**src/rtl/alu_regfile_tensor_core.sv**
```systemverilog
// Combinational 4-bit ALU, 8x4 register file and a 4x4 signed matrix multiplier
// that runs one inner-product step per clock.
module alu_regfile_tensor_core (
  input  logic                  clock_in,
  input  logic                  reset_in,
  // ALU
  input  logic [7:0]            alu_opcode_in,
  input  logic [3:0]            alu_input1,
  input  logic [3:0]            alu_input2,
  output logic [3:0]            alu_output,
  output logic                  overflow_flag,
  output logic                  carry_flag,
  output logic                  zero_flag,
  output logic                  sign_flag,
  output logic                  parity_flag,
  // Register file
  input  logic                  write_enable_in,
  input  logic [2:0]            write_register_address_in,
  input  logic [3:0]            write_data_in,
  input  logic [2:0]            read_register_address1_in,
  input  logic [2:0]            read_register_address2_in,
  output logic [3:0]            read_data1_out,
  output logic [3:0]            read_data2_out,
  // Tensor core
  input  logic                  tensor_core_register_file_write_enable,
  input  logic [3:0][3:0][3:0]  tensor_core_input1,
  input  logic [3:0][3:0][3:0]  tensor_core_input2,
  output logic [3:0][3:0][3:0]  tensor_core_output,
  output logic                  is_done_with_calculation
);

  localparam logic [7:0] OpAdd    = 8'd0;
  localparam logic [7:0] OpSub    = 8'd1;
  localparam logic [7:0] OpMul    = 8'd2;
  localparam logic [7:0] OpEql    = 8'd3;
  localparam logic [7:0] OpGrt    = 8'd4;
  localparam logic [7:0] OpAddImm = 8'd9;
  localparam logic [7:0] OpSubImm = 8'd10;
  localparam logic [7:0] OpMov    = 8'd11;

  // ---------------------------------------------------------------- ALU
  logic [3:0] alu_res;
  logic       alu_carry;
  logic       alu_ovf;
  logic [4:0] alu_sum;
  logic [3:0] alu_diff;
  logic [7:0] alu_prod;

  always_comb begin
    alu_res   = '0;
    alu_carry = 1'b0;
    alu_ovf   = 1'b0;
    alu_sum   = {1'b0, alu_input1} + {1'b0, alu_input2};
    alu_diff  = alu_input1 - alu_input2;
    // Sign-extended unsigned multiply gives the exact signed product in 8 bits.
    alu_prod  = {{4{alu_input1[3]}}, alu_input1} * {{4{alu_input2[3]}}, alu_input2};
    case (alu_opcode_in)
      OpAdd, OpAddImm: begin
        alu_res   = alu_sum[3:0];
        alu_carry = alu_sum[4];
        alu_ovf   = (alu_input1[3] == alu_input2[3]) && (alu_sum[3] != alu_input1[3]);
      end
      OpSub, OpSubImm: begin
        alu_res   = alu_diff;
        alu_carry = alu_input1 < alu_input2;
        alu_ovf   = (alu_input1[3] != alu_input2[3]) && (alu_diff[3] != alu_input1[3]);
      end
      OpMul: begin
        alu_res   = alu_prod[3:0];
        alu_ovf   = !((alu_prod[7:3] == 5'b00000) || (alu_prod[7:3] == 5'b11111));
        alu_carry = alu_ovf;
      end
      OpEql:   alu_res = {3'b000, alu_input1 == alu_input2};
      OpGrt:   alu_res = {3'b000, $signed(alu_input1) > $signed(alu_input2)};
      OpMov:   alu_res = alu_input1;
      default: alu_res = '0;
    endcase
  end

  always_comb begin
    alu_output    = reset_in ? 4'h0 : alu_res;
    overflow_flag = !reset_in && alu_ovf;
    carry_flag    = !reset_in && alu_carry;
    zero_flag     = !reset_in && (alu_res == 4'h0);
    sign_flag     = !reset_in && alu_res[3];
    parity_flag   = !reset_in && !(^alu_res);
  end

  // ------------------------------------------------------ Register file
  logic [7:0][3:0] regs_q, regs_d;

  always_comb begin
    regs_d = regs_q;
    if (write_enable_in) regs_d[write_register_address_in] = write_data_in;
  end

  always_ff @(posedge clock_in) begin
    if (reset_in) regs_q <= '0;
    else          regs_q <= regs_d;
  end

  // Reads see the pre-edge contents, so a same-cycle write is not forwarded.
  assign read_data1_out = regs_q[read_register_address1_in];
  assign read_data2_out = regs_q[read_register_address2_in];

  // -------------------------------------------------------- Tensor core
  logic [3:0][3:0][9:0] acc_q, acc_d;
  logic [1:0]           k_q, k_d;
  logic                 busy_q, busy_d;
  logic                 done_q, done_d;
  logic [3:0][3:0][3:0] tc_out_q, tc_out_d;

  function automatic logic [9:0] mac_term(input logic [3:0] a, input logic [3:0] b);
    logic [7:0] p;
    p = {{4{a[3]}}, a} * {{4{b[3]}}, b};
    return {{2{p[7]}}, p};
  endfunction

  always_comb begin
    acc_d    = acc_q;
    k_d      = k_q;
    busy_d   = busy_q;
    done_d   = 1'b0;
    tc_out_d = tc_out_q;
    if (tensor_core_register_file_write_enable) begin
      acc_d  = '0;
      k_d    = 2'd0;
      busy_d = 1'b1;
    end else if (busy_q) begin
      for (int i = 0; i < 4; i++) begin
        for (int j = 0; j < 4; j++) begin
          acc_d[i][j] = acc_q[i][j] +
                        mac_term(tensor_core_input1[i][k_q], tensor_core_input2[k_q][j]);
        end
      end
      k_d = k_q + 2'd1;
      if (k_q == 2'd3) begin
        for (int i = 0; i < 4; i++) begin
          for (int j = 0; j < 4; j++) tc_out_d[i][j] = acc_d[i][j][3:0];
        end
        busy_d = 1'b0;
        done_d = 1'b1;
      end
    end
  end

  always_ff @(posedge clock_in) begin
    if (reset_in) begin
      acc_q    <= '0;
      k_q      <= 2'd0;
      busy_q   <= 1'b0;
      done_q   <= 1'b0;
      tc_out_q <= '0;
    end else begin
      acc_q    <= acc_d;
      k_q      <= k_d;
      busy_q   <= busy_d;
      done_q   <= done_d;
      tc_out_q <= tc_out_d;
    end
  end

  assign tensor_core_output       = tc_out_q;
  assign is_done_with_calculation = done_q;

endmodule

```
**config.mk**
```make
export PLATFORM = sky130hd
export DESIGN_NAME = alu_regfile_tensor_core
export DESIGN_NICKNAME = d
export VERILOG_FILES = /design/src/rtl/alu_regfile_tensor_core.sv
export SDC_FILE = /design/constraint.sdc
export NUM_CORES = 1
export LEC_CHECK = 0
export CORE_AREA = 2 2 155 157
export CTS_BUF_LIST = sky130_fd_sc_hd__clkbuf_2
export CTS_CLUSTER_DIAMETER = 80
export CTS_CLUSTER_SIZE = 24
export DETAILED_ROUTE_END_ITERATION = 8
export DIE_AREA = 0 0 157 159
export PLACE_DENSITY = 0.91
export SLEW_MARGIN = 15
export SYNTH_ARGS = -nofsm -noshare
export SYNTH_HDL_FRONTEND = slang
export SYNTH_SLANG_ARGS = --single-unit
```
**constraint.sdc**
```tcl
create_clock -name clock_in -period 7.18 [get_ports clock_in]
set_input_delay 1.436 -clock clock_in [delete_from_list [all_inputs] [get_ports clock_in]]
set_output_delay 1.436 -clock clock_in [all_outputs]
set_load 0.005 [all_outputs]
```
## After elaboration in Yosys (flattened, before gate mapping)

Index checks and enable logic that the tools add are counted.

- Eq/ne operators: 14
- Multiply operators: 17
- Bitwise operators: 2
- Order comparisons: 7
- Reductions and logical operators: 21
- Add/subtract/negate cells: 19
- Muxes and demuxes: 25

Operators with widths:

| operator | count |
|---|---|
| $add A10 B10 Y10 | 16 |
| $mul A4 B4 Y8 | 17 |
| $bmux W16 S2 | 1 |
| $bmux W4 S2 | 4 |
| $bwmux W32 | 1 |
| $mux W4 | 8 |
| $bmux W4 S3 | 2 |
| $eq A8 B4 Y1 const B | 3 |
| $pmux W4 S6 | 1 |
| $eq A8 B2 Y1 const B | 2 |
| $mux W16 | 1 |
| $demux W4 S3 | 1 |
| $lt A3 B4 Y1 const B | 3 |
| $eq A8 B1 Y1 const B | 1 |
| $eq A8 B3 Y1 const B | 1 |
| $logic_and A1 B1 Y1 | 8 |
| $logic_not A8 Y1 | 1 |
| $pmux W1 S3 | 2 |
| $reduce_or A2 Y1 | 3 |
| $add A4 B4 Y5 | 1 |
| $eq A5 B5 Y1 const B | 1 |
| $logic_not A5 Y1 | 1 |
| $eq A4 B4 Y1 | 1 |
| $gt A4 B4 Y1 | 1 |
| other kinds (16) | 24 |

- Word-level logic and storage cells: 148
- Bits of input ports: 161
- Output and inout port bits: 82
- Register bits after elaboration: 260

## Depth between registers and ports, before layout

Gate-level depths: netlist of run 1.

- Depth in word-level cells: 6
- Depth in mapped cells: 16
- Depth with buffers taken out: 14

## Least setup slack after synthesis of run 1

Ideal clock, no wire load.

- Path kind: input port to output port
- Start: in alu_input1[0]
- End: out overflow_flag
- Stages: 14
- Data arrival time: 4.881 ns
- Path buffers: 0
- Data required time: 5.744 ns
- Path slack: 0.863 ns
- Cells stage by stage: inv_1 nand2_1 fa_1 inv_1 fa_1 fa_1 ha_1 fa_1 a21o_1 a21oi_1 xnor3_1 a31oi_1 o21ai_0 a21oi_1

- Word-level cells in the longest chain between the ends: 6
- Elaborated cells between the ends (all ways): 13
- Classes of those cells: add/sub: 2; mul: 1; eq/ne: 3; mux: 1; reduce/logical: 6

Ends and longest elaborated chain:

| item | line | text |
|---|---|---|
| from (decl) | 8 | `input logic [3:0] alu_input1,` |
| $mul A4 B4 Y8 | 56 | `alu_prod = {{4{alu_input1[3]}}, alu_input1} * {{4{alu_input2[3]}}, alu_input2};` |
| $eq A5 B5 Y1 or $logic_not A5 Y1 (tied branches) | 70 | `alu_ovf = !((alu_prod[7:3] == 5'b00000) \|\| (alu_prod[7:3] == 5'b11111));` |
| $logic_or A1 B1 Y1 | 70 |  |
| $logic_not A1 Y1 | 70 |  |
| $pmux W1 S3 (*) | 57 | `case (alu_opcode_in)` |
| $logic_and A1 B1 Y1 (*) | 82 | `overflow_flag = !reset_in && alu_ovf;` |
| to (decl) | 11 | `output logic overflow_flag,` |

Every way passes the cells marked *; elsewhere a longest branch is shown, timed or not.

## Worst setup path in the final report of run 1

Same ends and word-level chain as after synthesis.

==> qor.yml, run 1 <==
logic_synthesis:
  synth_area_leader_cell: "dfxtp_1"
  synth-xor-area-share: 0.1150
  synthAdderAreaFrac: 0.1771
  synth_compound_area_frac: 0.07897
  synthArstFlopShare: 0
  ys_seq_elements: 164
  synth_seq_area_share: 0.2593
  synth_area_um2: 12660
  synth_edf_count: 0
  synth_warnings: 0
  synth_top_family_by_area: "multiplexers"
  synth_common_cells: "nor2_1, dfxtp_1, nand2_1"
  syn_nets: 1677
  syn-mean-instance-area_um2: 9.357
  ys_types: 46
  synth_flop_cell: "dfxtp_1"
  synth_top_area_share: 0.2593
  netlist_instances: 1353
  muxShareOfSynthArea: 0.1865
  yosys.cell_count.top_type: "nor2_1"
  synth_simple_gate_area_frac: 0.1510
  synth.area.top_cells: "dfxtp_1, ha_1, mux2i_1"
placement:
  pre_cts_ws_ns: -0.2971
  placed_area_um2: 15370
  portBuffers: 242
  hpwl_mm: 26.95
  gp_congestion: 0.8938
  placed_cells: 1868
power_and_ir_drop:
  powerDensity_nw_per_um2: 157.6
  ir_drop_mv: 0.1356
  p_leak_nw: 6.677
critical_path:
  crit_path_start_kind: "input port"
  crit_arrival_ns: 5.53
  worstPathRequired_ns: 5.74
  slowest_delay_ns: 0.56
  slowest_stage: "fa_1"
  crit_family: "adder cells"
  crit_chain: "clkdlybuf4s50_1, inv_1, nand2_1, fa_1, inv_1, fa_1, fa_1, ha_2, fa_1, buf_4, xor2_1, or4_1, o21ai_2, a21oi_1, dlygate4sd2_1"
  cp_max_fo: 2
  critical_path_class: "in2out"
  critPathBufInv: 5
  path_common_cell: "fa_1"
  critPathCaptureType: "output port"
  rrSetupSlack_ns: 2.35
clocking:
  cts-hold-fix-buffers: 0
  cts_max_level: 4
  cts_sinks: 164
  root_buffer: "clkbuf_2"
  cts_buffers: 17
  clkLatencyLatePin_ns: 0.79
  clk_pin_slew_ns: 0.23
  cts_tree: "done"
  clockBufferDepth: 2
floorplan:
  core_um2: 23190
  start_util: 0.5459
  num_rows: 56
  die_w_um: 157
  dieArea_um2: 24960
  io_pins: 243
  die_h_um: 159
sta:
  fin_crit_sh: 0.9708
  finalHoldViolCount: 0
  relSlewSlack: 0.1754
  min_period_ns: 6.971
  finalSetupTns_ns: 0
  rsz0062_at_grt: "false"
  worst_pin_slew_ns: 1.229
  clock.fmax_ghz: 0.1435
  worst_slack_ns: 0.2093
  fin_worst_skew_ns: 0.04973
  setup_viol: 0
  final_max_slew_viol_count: 0
detailed_routing:
  wl_per_cell_um: 18.81
  dr.pass1.iters: 5
  drt_iter0_drc: 685
  wirelength_mm: 35.77
  via_per_inst: 5.757
  num_vias: 10950
  drc: 0
  route.antenna.remaining_nets: 0
cells_and_area:
  area_growth_pct: 23.60
  utilization: 0.6747
  instances_no_fill: 1902
  num-nets-final: 1893
  nFillCells: 1763
  drive_above_1_share: 0.08597
  stdcell_area_um2: 15650
global_routing:
  gr-total-overflow: 0
  antenna_found_initial: 2
  grt_pass1_vias: 11310
  grt_start_max_net_pins: 89
  gr-usage-all-layers: 0.2873
  grt_pass1_wl_mm: 56.75
worst_hold_path:
  hold_path_class: "reg2reg"
job:
  drv_cap: 0
status:
  status: "finished, final reports clean"
[logic make-up after synthesis]
| family | after synthesis |
|---|---|
| XOR/XNOR | 138 |
| flip-flops | 164 |
| buffers and inverters | 96 |
| multiplexers | 171 |
| adder cells (fa/ha/maj) | 163 |
| AND/OR/NAND/NOR | 456 |
| AO/OA/AOI/OAI | 165 |
[state kept, by name (all words and copies together) (netlist names)]
| register | flops |
|---|---|
| acc_q | 64 |
| tensor_core_output | 64 |
| regs_q | 32 |
| k_q | 2 |
| busy_q | 1 |
| is_done_with_calculation | 1 |
[worst register-to-register path, stage by stage, from the launching register on]
cell and delay (ns):
dfxtp_4 1.09, mux2_2 0.47, o21ai_1 0.81, nor2_1 0.13, ha_1 0.34, ha_1 0.29, ha_1 0.30, ha_1 0.31
a21oi_1 0.19, xnor2_1 0.20, xnor3_1 0.39, mux2i_1 0.16, nor2_1 0.06
[per-layer routing]
layer	track usage	vias to the layer above	part of all wire
met5	0	-	0.00087
met4	0.1247	2	0.041
met3	0.06886	116	0.070
met2	0.4850	418	0.49
met1	0.3475	5278	0.40
li1	-	5135	-
[cell type report]
type	instances	area (µm²)	share of cell area
diodes	1	2.502	0.0001599
clock buffers	17	85.08	0.005437
clock inverters	15	171.4	0.01095
inverters	24	90.09	0.005757
multi-input cells	1093	8986	0.5743
flip-flops and latches	164	3292	0.2104
well taps	319	399.1	0.02551
repair buffers	269	2621	0.1675
[report_power, final]
| part | internal, mW | switching [mW] | total (mW) | leakage, nW |
|---|---|---|---|---|
| Clock | 0.172 | 0.381 | 0.553 | 0.154 |
| Combinational | 0.490 | 0.454 | 0.945 | 5.20 |
| Sequential | 0.936 | 0.0323 | 0.969 | 1.33 |
| Total | 1.60 | 0.868 | 2.47 | 6.68 |
[path summary, 6_finish.rpt]
| check | start | endpoint | depth (start not counted) |
|---|---|---|---|
| worst max-delay path | alu_input1[0] | overflow_flag | 15 |
| worst min-delay path | tensor_core_output[45] | tensor_core_output[45] | 2 |
| worst max register to register | k_q[0] | acc_q[23] | 12 |
| worst min register to register | tensor_core_output[45] | tensor_core_output[45] | 2 |
[per-stage QoR]
| stage | power (mW) | hold WS [ns] |
|---|---|---|
| final | 2.467 | 0.4711 |
| after global routing | 2.588 | 0.4889 |
| after CTS | 2.457 | 0.4710 |
| after detailed placement | 1.901 | 0.4457 |
| after global placement | 1.870 | 0.4425 |
| after floorplan | 1.622 | 0.4527 |
[cell usage in the layout, fill, tap and decap left out, types with 22 or more instances in the layout]
cell / instances
clkdlybuf4s50_1: 239
dfxtp_1: 161
ha_1: 135
mux4_2: 43
nor2_1: 226
a21oi_1: 58
buf_4: 27
xnor2_1: 85
nand2_1: 154
o21ai_0: 22
a211oi_1: 33
and2_1: 35
mux2_2: 24
fa_1: 27
xor2_1: 35
mux2i_1: 99
inv_1: 24
[what timing repair did]
| item | in CTS | in global routing |
|---|---|---|
| buffers inserted | 1 | 0 |
| endpoints found under the setup margin | 2 | 1 |
| pin swaps | 3 | 1 |
| gates resized for setup | 4 | 2 |
Power figures use the tool's default switching activity.
==> run 2: changes to the inputs <==
--- a/config.mk
+++ b/config.mk
@@ -12,7 +12,7 @@
 export DETAILED_ROUTE_END_ITERATION = 8
 export DIE_AREA = 0 0 157 159
 export PLACE_DENSITY = 0.91
-export SLEW_MARGIN = 15
+export SLEW_MARGIN = 40
 export SYNTH_ARGS = -nofsm -noshare
 export SYNTH_HDL_FRONTEND = slang
 export SYNTH_SLANG_ARGS = --single-unit
==> run 2 against run 1 <==
  * Setup slack got worse by 0.0055 ns
  * Utilization grew 0.20 points
  * Non-clock buffer count is 2 higher
  * Wire length increased by 1.8%
  * Largest cell class unchanged
  * Largest power group unchanged
==> qor.yml, run 2 (synthesized netlist as in run 1, its figures left out) <==
floorplan:
  start_util: 0.5459
  io_pins: 243
  core_um2: 23190
  die_h_um: 159
  die_w_um: 157
  num_rows: 56
  dieArea_um2: 24960
clocking:
  clockBufferDepth: 2
  cts_tree: "done"
  clk_pin_slew_ns: 0.22
  cts_max_level: 4
  cts_buffers: 17
  clkLatencyLatePin_ns: 0.78
  cts_sinks: 164
  root_buffer: "clkbuf_2"
worst_hold_path:
  hold_depth: 2
  hold_start: "tensor_core_output[45]"
  holdPathEnd: "tensor_core_output[45]"
  hold_path_class: "reg2reg"
detailed_routing:
  via_per_inst: 5.816
  wl_per_cell_um: 19.12
  num_vias: 11070
  drt_iter0_drc: 681
  wirelength_mm: 36.40
  drc: 0
  dr.pass1.iters: 5
  route.antenna.remaining_nets: 0
sta:
  worst_slack_ns: 0.2039
  rsz0062_at_grt: "false"
  final_max_slew_viol_count: 0
  fin_crit_sh: 0.9716
  fin_worst_skew_ns: 0.04743
  finalHoldViolCount: 0
  worst_pin_slew_ns: 0.9015
  relSlewSlack: 0.3977
  finalSetupTns_ns: 0
  holdWs_ns: 0.4689
  setup_viol: 0
  clock.fmax_ghz: 0.1433
  min_period_ns: 6.976
cells_and_area:
  nFillCells: 1745
  num-nets-final: 1895
  final_common_cell: "clkdlybuf4s50_1"
  instances_no_fill: 1904
  drive_above_1_share: 0.09280
  final_cell_mix: "clkdlybuf4s50_1, nor2_1, dfxtp_1"
  area_growth_pct: 23.97
global_routing:
  grt_pass1_wl_mm: 57.36
  gr-usage-all-layers: 0.2900
  grt_pass1_vias: 11300
  gr-total-overflow: 0
  grt_start_max_net_pins: 89
  antenna_found_initial: 1
placement:
  gp_congestion: 0.8938
  pre_cts_ws_ns: -0.2988
  placed_cells: 1870
  portBuffers: 242
  hpwl_mm: 27.38
status:
  status: "finished, final reports clean"
critical_path:
  critPathCaptureType: "output port"
  rr_startpoint: "k_q[0]"
  worstReg2RegEnd: "acc_q[93]"
  crit_path_start: "alu_input1[0]"
  ff2ff_path_depth: 14
  worstPathRequired_ns: 5.74
  crit_arrival_ns: 5.54
  critical_path_class: "in2out"
  cp_max_fo: 2
  crit_path_start_kind: "input port"
  rrSetupSlack_ns: 2.52
power_and_ir_drop:
  p_leak_nw: 6.672
  ir_drop_mv: 0.1023
  powerDensity_nw_per_um2: 154.9
job:
  drv_cap: 0
run 2: power by group:
group / leakage (nW) / internal (mW) / switching (mW)
registers: 1.33 / 0.936 / 0.0275
logic: 5.21 / 0.493 / 0.461
clock network: 0.133 / 0.137 / 0.376
run 2: area by class of cell:
type	instances	area, µm²	share of cell area
multi-input cells	1093	9019	0.5747
inverters	24	90.09	0.005740
clock buffers	18	90.09	0.005740
clock inverters	14	140.1	0.008929
diodes	1	2.502	0.0001595
flip-flops and latches	164	3292	0.2098
well taps	319	399.1	0.02543
repair buffers	271	2661	0.1696
run 2: per-layer routing:
metal | GRT usage | share of wire | vias up
met1 | 0.3493 | 0.39 | 5382
li1 | - | - | 5128
met4 | 0.1234 | 0.037 | 0
met2 | 0.4946 | 0.50 | 452
met3 | 0.06668 | 0.073 | 112
met5 | 0 | 0 | -
run 2: worst max-delay path by stage:
| stage | end | slack [ns] |
|---|---|---|
| 2_1_floorplan | overflow_flag | 0.86 |
| 3_3_place_gp | overflow_flag | -0.26 |
| 3_5_place_dp | overflow_flag | -0.30 |
| 4_1_cts | overflow_flag | 0.18 |
| 5_1_grt | overflow_flag | 0.002 |
| 6_report | overflow_flag | 0.20 |
run 2: critical path: stages:
cell	delay (ns)
clkdlybuf4s50_1	0.42
inv_1	0.09
nand2_1	0.07
fa_1	0.55
inv_1	0.06
fa_1	0.56
fa_1	0.43
ha_2	0.22
fa_1	0.38
buf_4	0.14
xor2_1	0.16
or4_1	0.49
o21ai_2	0.17
a21oi_1	0.09
dlygate4sd2_1	0.27
run 2: per-stage QoR:
stage          total power, mW  instance area [µm²]  utilization
2_1_floorplan            1.622                12660            -
3_3_place_gp             1.870                15370       0.6627
3_5_place_dp             1.905                15440       0.6656
4_1_cts                  2.419                15680       0.6760
5_1_grt                  2.556                15690       0.6767
6_report                 2.430                15690       0.6767
run 2: timing repair:
item                                    in CTS  in global routing
hold buffers                                 0                  0
resized for setup                            5                  0
setup buffers                                1                  0
endpoints found under the setup margin       2                  0
